`config.mk`:
```
export PLATFORM = sky130hd
export DESIGN_NAME = mmio_console
export DESIGN_NICKNAME = d
export VERILOG_FILES = /design/src/rtl/mmio_console.sv
export SDC_FILE = /design/constraint.sdc
export NUM_CORES = 1
export LEC_CHECK = 0
export ABC_AREA = 1
export BUFFER_PORTS_ARGS = -buffer_cell sky130_fd_sc_hd__clkbuf_2
export CORE_MARGIN = 2
export CORE_UTILIZATION = 52
export CTS_CLUSTER_DIAMETER = 50
export DETAILED_ROUTE_END_ITERATION = 16
export MAX_ROUTING_LAYER = met4
export PLACE_DENSITY = 0.76
export SYNTH_ARGS = -nofsm -noshare
export SYNTH_HDL_FRONTEND = slang
export SYNTH_SLANG_ARGS = --single-unit
```
`constraint.sdc`:
```
create_clock -name clk -period 2.1 [get_ports clk]
set_clock_uncertainty 0.05 [all_clocks]
set_input_delay 0.315 -clock clk [delete_from_list [all_inputs] [get_ports clk]]
set_output_delay 0.315 -clock clk [all_outputs]
set_load 0.05 [all_outputs]
```
`src/rtl/mmio_console.sv`:
```
// mmio_console: memory-mapped console and simulation-control peripheral.
// Decodes an I/O page on the shared CPU data bus. Bytes written to TX are
// buffered in a FIFO and drained through a paced valid/ready byte stream.
// It also provides a free-running cycle counter and a sticky halt register.
//
// Ports:
//   clk, reset           : clock and synchronous active-high reset
//   mem_addr/wdata/wmask : CPU bus write request (wmask != 0 means write)
//   mem_rstrb            : CPU bus read strobe
//   io_sel               : combinational page select, equal to mem_addr[IO_BIT]
//   io_rdata             : registered read data, one-cycle latency
//   io_rbusy / io_wbusy  : read stall (always 0) / write stall while TX is full
//   tx_valid/data/ready  : paced byte stream out of the TX FIFO
//   halt, halt_code      : sticky halt flag and the last word written to HALT
module mmio_console #(
  parameter int unsigned FIFO_DEPTH = 16,
  parameter int unsigned DRAIN_DIV  = 4,
  parameter int unsigned IO_BIT     = 22
) (
  input  logic        clk,
  input  logic        reset,
  input  logic [31:0] mem_addr,
  input  logic [31:0] mem_wdata,
  input  logic [3:0]  mem_wmask,
  input  logic        mem_rstrb,
  output logic        io_sel,
  output logic [31:0] io_rdata,
  output logic        io_rbusy,
  output logic        io_wbusy,
  output logic        tx_valid,
  output logic [7:0]  tx_data,
  input  logic        tx_ready,
  output logic        halt,
  output logic [31:0] halt_code
);

  localparam int unsigned PTR_W  = (FIFO_DEPTH > 1) ? $clog2(FIFO_DEPTH) : 1;
  localparam int unsigned CNT_W  = PTR_W + 1;
  localparam int unsigned PACE_W = (DRAIN_DIV > 1) ? $clog2(DRAIN_DIV) : 1;
  localparam logic [PACE_W-1:0] PACE_RELOAD = PACE_W'(DRAIN_DIV - 1);
  localparam logic [CNT_W-1:0]  CNT_FULL    = CNT_W'(FIFO_DEPTH);

  localparam logic [1:0] OFS_TX     = 2'd0;
  localparam logic [1:0] OFS_STATUS = 2'd1;
  localparam logic [1:0] OFS_CYCLE  = 2'd2;
  localparam logic [1:0] OFS_HALT   = 2'd3;

  logic [7:0]        mem_q [FIFO_DEPTH];
  logic [7:0]        mem_d [FIFO_DEPTH];
  logic [PTR_W-1:0]  wr_ptr_q, wr_ptr_d;
  logic [PTR_W-1:0]  rd_ptr_q, rd_ptr_d;
  logic [CNT_W-1:0]  count_q, count_d;
  logic [PACE_W-1:0] pace_q, pace_d;
  logic [31:0]       rdata_q, rdata_d;
  logic              halt_q, halt_d;
  logic [31:0]       halt_code_q, halt_code_d;
  logic [31:0]       cycle_q, cycle_d;

  logic [1:0]  offset_c;
  logic        full_c, empty_c, tx_req_c, push_c, pop_c;
  logic [31:0] status_c;
  logic        unused_c;

  // Address decode and FIFO handshake terms (full is the pre-edge value)
  assign io_sel   = mem_addr[IO_BIT];
  assign offset_c = mem_addr[3:2];
  assign full_c   = (count_q == CNT_FULL);
  assign empty_c  = (count_q == '0);
  assign tx_req_c = io_sel && (offset_c == OFS_TX) && mem_wmask[0];
  assign push_c   = tx_req_c && !full_c;
  assign io_wbusy = tx_req_c && full_c;
  assign io_rbusy = 1'b0;
  assign tx_valid = !empty_c && (pace_q == '0);
  assign pop_c    = tx_valid && tx_ready;
  assign tx_data  = mem_q[rd_ptr_q];

  assign io_rdata  = rdata_q;
  assign halt      = halt_q;
  assign halt_code = halt_code_q;

  // Only the page bit and word offset of the address are decoded
  assign unused_c = ^mem_addr;

  // STATUS word: full, empty and occupancy count
  always_comb begin
    status_c              = '0;
    status_c[0]           = full_c;
    status_c[1]           = empty_c;
    status_c[8 +: CNT_W]  = count_q;
  end

  // Next-state logic for FIFO, pacing, halt, counter and read data
  always_comb begin
    mem_d       = mem_q;
    wr_ptr_d    = wr_ptr_q;
    rd_ptr_d    = rd_ptr_q;
    count_d     = count_q;
    pace_d      = pace_q;
    rdata_d     = rdata_q;
    halt_d      = halt_q;
    halt_code_d = halt_code_q;
    cycle_d     = cycle_q + 32'd1;

    if (push_c) begin
      mem_d[wr_ptr_q] = mem_wdata[7:0];
      wr_ptr_d        = wr_ptr_q + PTR_W'(1);
    end

    // Pace reloads on every pop so consecutive handshakes are DRAIN_DIV apart
    if (pop_c) begin
      rd_ptr_d = rd_ptr_q + PTR_W'(1);
      pace_d   = PACE_RELOAD;
    end else if (pace_q != '0) begin
      pace_d = pace_q - PACE_W'(1);
    end

    case ({push_c, pop_c})
      2'b10:   count_d = count_q + CNT_W'(1);
      2'b01:   count_d = count_q - CNT_W'(1);
      default: count_d = count_q;
    endcase

    if (io_sel && (offset_c == OFS_HALT) && (mem_wmask != 4'b0000)) begin
      halt_d      = 1'b1;
      halt_code_d = mem_wdata;
    end

    if (mem_rstrb && io_sel) begin
      case (offset_c)
        OFS_STATUS: rdata_d = status_c;
        OFS_CYCLE:  rdata_d = cycle_q;
        OFS_HALT:   rdata_d = {31'b0, halt_q};
        default:    rdata_d = '0;
      endcase
    end
  end

  // State registers
  always_ff @(posedge clk) begin
    if (reset) begin
      for (int i = 0; i < int'(FIFO_DEPTH); i++) mem_q[i] <= '0;
      wr_ptr_q    <= '0;
      rd_ptr_q    <= '0;
      count_q     <= '0;
      pace_q      <= '0;
      rdata_q     <= '0;
      halt_q      <= 1'b0;
      halt_code_q <= '0;
      cycle_q     <= '0;
    end else begin
      mem_q       <= mem_d;
      wr_ptr_q    <= wr_ptr_d;
      rd_ptr_q    <= rd_ptr_d;
      count_q     <= count_d;
      pace_q      <= pace_d;
      rdata_q     <= rdata_d;
      halt_q      <= halt_d;
      halt_code_q <= halt_code_d;
      cycle_q     <= cycle_d;
    end
  end

endmodule

```
==> summary by stage <==
Placement
The number of placed instances, taps included, is 2,098. The cell area after placement is 12,400 sq um. The HPWL after detailed placement is 19,000 microns.

OpenSTA, run right after detailed placement, puts the worst setup slack at 19.6 ps. At the end of routability-driven placement, the weighted congestion stood at 0.904. During placement, the flow inserted port buffers numbering 118.

Clocking
The number of CTS-inserted buffers is 28. CTS built an H-tree with a depth of 1. The clock net in this run drives a total of 240 sinks. The tree is rooted in a clkbuf_16. TritonCTS built the clock tree. The worst-case clock buffer depth is 3. The insertion delay of the later-clocked pin in the worst-skew pair is 540 ps. The clock edge transition at the registers on the reported setup and hold paths is 60 ps.

Critical path
The critical-path maximum fanout is 10. At the worst endpoint, the arrival time is 2060 ps. The worst setup path is launched from a register.

Measured in cells, the most critical reg-to-reg path has a length of 14. The setup path with the least slack is of type register to primary output. For flop-to-flop paths, the worst setup slack is 130 ps. STA classifies the critical path endpoint as a primary output.

The worst register-to-register path ends at count_q[2]$_SDFFE_PP0P_. The required time at the endpoint of the critical path is 1740 ps. In this run the critical register-to-register path is launched from count_q[4]$_SDFFE_PP0P_.

Outcome
The final reports fail on negative setup slack. The run finished, with violations left.

Power and ir drop
For this design the ratio of total power to cell area is 984 nW/um^2. The leakage power is 6.49 nW. IR analysis of the VDD net gives a maximum drop of 0.692 mV.

Final layout
The final core utilization is 66.0%. The most common library cell in the layout ignoring fill and taps is nand2_1. The net total in the final layout is 1,964. For this run, the number of standard cells in the final layout without fillers is 2,177.

After routing the design area is 14,000 sq um. Across the whole layout, storage elements account for 4820 sq um. The area growth from synthesis to layout is 23.7%. After filler insertion, the fill cell instance count of the layout stands at 1,826.

The top cell types in the final layout, fill and taps aside, are nand2_1 (506), nor2_1 (379), dfxtp_1 (234). 0 antenna diodes ended up in the layout. The multi-input gate area in the final layout is 5600 sq um. The proportion of layout cells with a drive suffix above 1 is 15.6%.

Route
The first routing iteration left 972 violations. In the final routed layout, each cell accounts on average for 14.4 microns. The number of vias after detailed routing is 11,303. In the routed design, unresolved DRC markers number 0.

After detailed routing, the number of vias per cell comes to 5.19. The final wirelength is 31,200 microns. Before antenna repair, the detailed router went through 5 iterations. The number of nets with antenna violations after routing is 0.

Logic synthesis
For this run, the number of Yosys warnings is 0. A synthesized cell averages 6.47 sq um. The synthesized instance count is 1,751. The largest area contributor in the synthesized netlist is dfxtp_1. For this run, the register share of the synthesized area comes to 42.4%.

By area the synthesized netlist is led by dfxtp_1 (42%), nand2_1 (17%), nor2_1 (13%). Of the post-synthesis cell area, the dominant cell type holds 42.4%. The post-synthesis sequential element count is 240. The synthesized netlist contains 34 unique library cells. The cell area that synthesis handed to floorplanning was 11,300 sq um.

The number of nets in the synthesized netlist is 1,833.

STA
The worst path uses 115% of the clock period. Setup repair after global routing could not meet its margin everywhere. The number of hold violations in the final report is 0. The number of setup violations in the final report is 8.

The final hold slack is 9.15 ps. The worst pin sits at a relative slew slack of 61.3%. The transition at the pin with the smallest max-transition slack is 580 ps.

The final critical-path required period is 2420 ps. Static timing analysis puts the maximum clock frequency at 413 MHz. The max-slew violation count is 0. The least setup slack across all paths after layout is -323 ps.

Die
The die outline height is 152 microns. The total core area is 21,200 sq um. The initial standard-cell utilization of the core is 53.3%. During I/O placement, the number of pins put on the boundary was 149.

From left edge to right edge, the die measures 152 microns. Row generation in the floorplan step produced 53 rows. The floorplan step defined a die boundary enclosing 23,000 sq um.

Worst hold path
The worst hold path depth is 3. The startpoint identified for the worst hold timing path is mem_wdata[10]. For hold timing, the worst endpoint is halt_code[10]$_SDFFE_PP0P_. The path class of the lowest-slack min-delay path is input pin to register.

Global route
The first global-routing pass estimated 49,700 microns of wire. The number of global-route vias before repair was 10,303. The sum of overflow across all layers after global routing is 0. Entering global routing, the biggest net connects 81 pins. The number of antenna violations at the first check in global routing is 0. The total track usage is 27.3%.

Job
The max-cap check violation count is 0.
worst max-delay path, stage by stage (launching register included):
cell and delay, ps:
dfxtp_4 460, inv_6 90, bufbuf_16 300, a21oi_2 140, o21ai_1 100, nand3_1 100, nand2_1 80, nand2_2 100
buf_12 140
logic make-up after synthesis:
family,Yosys count,synth area share (%)
other cells,1,0.0331
buf+inv,262,9.75
fa+ha+maj,10,1.11
simple gates,988,34.8
xor+xnor,10,0.774
flops,240,42.4
compound gates,240,11.1
cell usage after synthesis, drive strengths merged:
master / n
a21boi: 1
a21oi: 131
a31oi: 12
buf: 34
clkbuf: 61
clkinv: 2
conb: 1
dfxtp: 240
ha: 10
inv: 165
nand2: 530
nand3: 54
nand3b: 12
nand4: 4
nor2: 382
nor3: 2
nor4: 1
o211ai: 10
o21a: 3
o21ai: 81
o21bai: 1
o22ai: 1
or2: 3
xnor2: 2
xor2: 8
state kept, by name (all words and copies together) (netlist names):
register / cells
mem_q: 128
cycle_q: 32
halt_code: 32
count_q: 5
wr_ptr_q: 4
halt: 1
io_rdata: 32
rd_ptr_q: 4
pace_q: 2
area by class of cell:
| type | instances | share of cell area (%) |
|---|---|---|
| multi-input combinational | 1249 | 40.0 |
| sequential | 240 | 34.4 |
| timing repair buffer | 196 | 11.3 |
| clock buffer | 35 | 5.77 |
| inverter | 167 | 4.55 |
| tap | 275 | 2.46 |
| clock inverter | 15 | 1.52 |
metrics by stage:
stage | total power, mW | TNS (ps)
5_1_grt | 14.3 | -2700
3_5_place_dp | 7.77 | 0
3_3_place_gp | 7.74 | 0
2_1_floorplan | 6.66 | 0
4_1_cts | 13.5 | -1710
6_report | 13.8 | -2210
worst max-delay path by stage:
stage	end	cells past startpoint	slack [ps]	from
2_1_floorplan	count_q[2]$_SDFFE_PP0P_	14	3	count_q[0]$_SDFFE_PP0P_
3_3_place_gp	tx_data[3]	9	100	rd_ptr_q[2]$_SDFFE_PP0P_
3_5_place_dp	tx_data[3]	9	20	rd_ptr_q[2]$_SDFFE_PP0P_
4_1_cts	tx_data[2]	7	-290	rd_ptr_q[0]$_SDFFE_PP0P_
5_1_grt	tx_data[7]	8	-360	rd_ptr_q[0]$_SDFFE_PP0P_
6_report	tx_data[7]	8	-320	rd_ptr_q[0]$_SDFFE_PP0P_
power by group:
part | switching [mW] | internal (mW)
registers | 0.137 | 4.69
clock network | 1.94 | 3.33
logic | 2.14 | 1.54
what timing repair did:
item | in CTS | in global routing
hold buffers | 17 | 0
hold endpoints to repair | 17 | 0
endpoints found under the setup margin | 9 | 13
cloned | 4 | 1
pin swaps | 6 | 10
gates resized for setup | 49 | 35
setup buffers | 5 | 2
metal layers:
metal / part of all wire [%] / GRT usage (%) / vias to the layer above / routed length (microns)
met2: 47 / 45.7 / 416 / 14800
met4: 2.7 / 9.35 / 0 / 849
met1: 42 / 34.2 / 5142 / 13200
li1: - / - / 5677 / -
met3: 7.7 / 3.47 / 68 / 2410
met5: 0 / - / - / 0
Power figures use the tool's default switching activity.
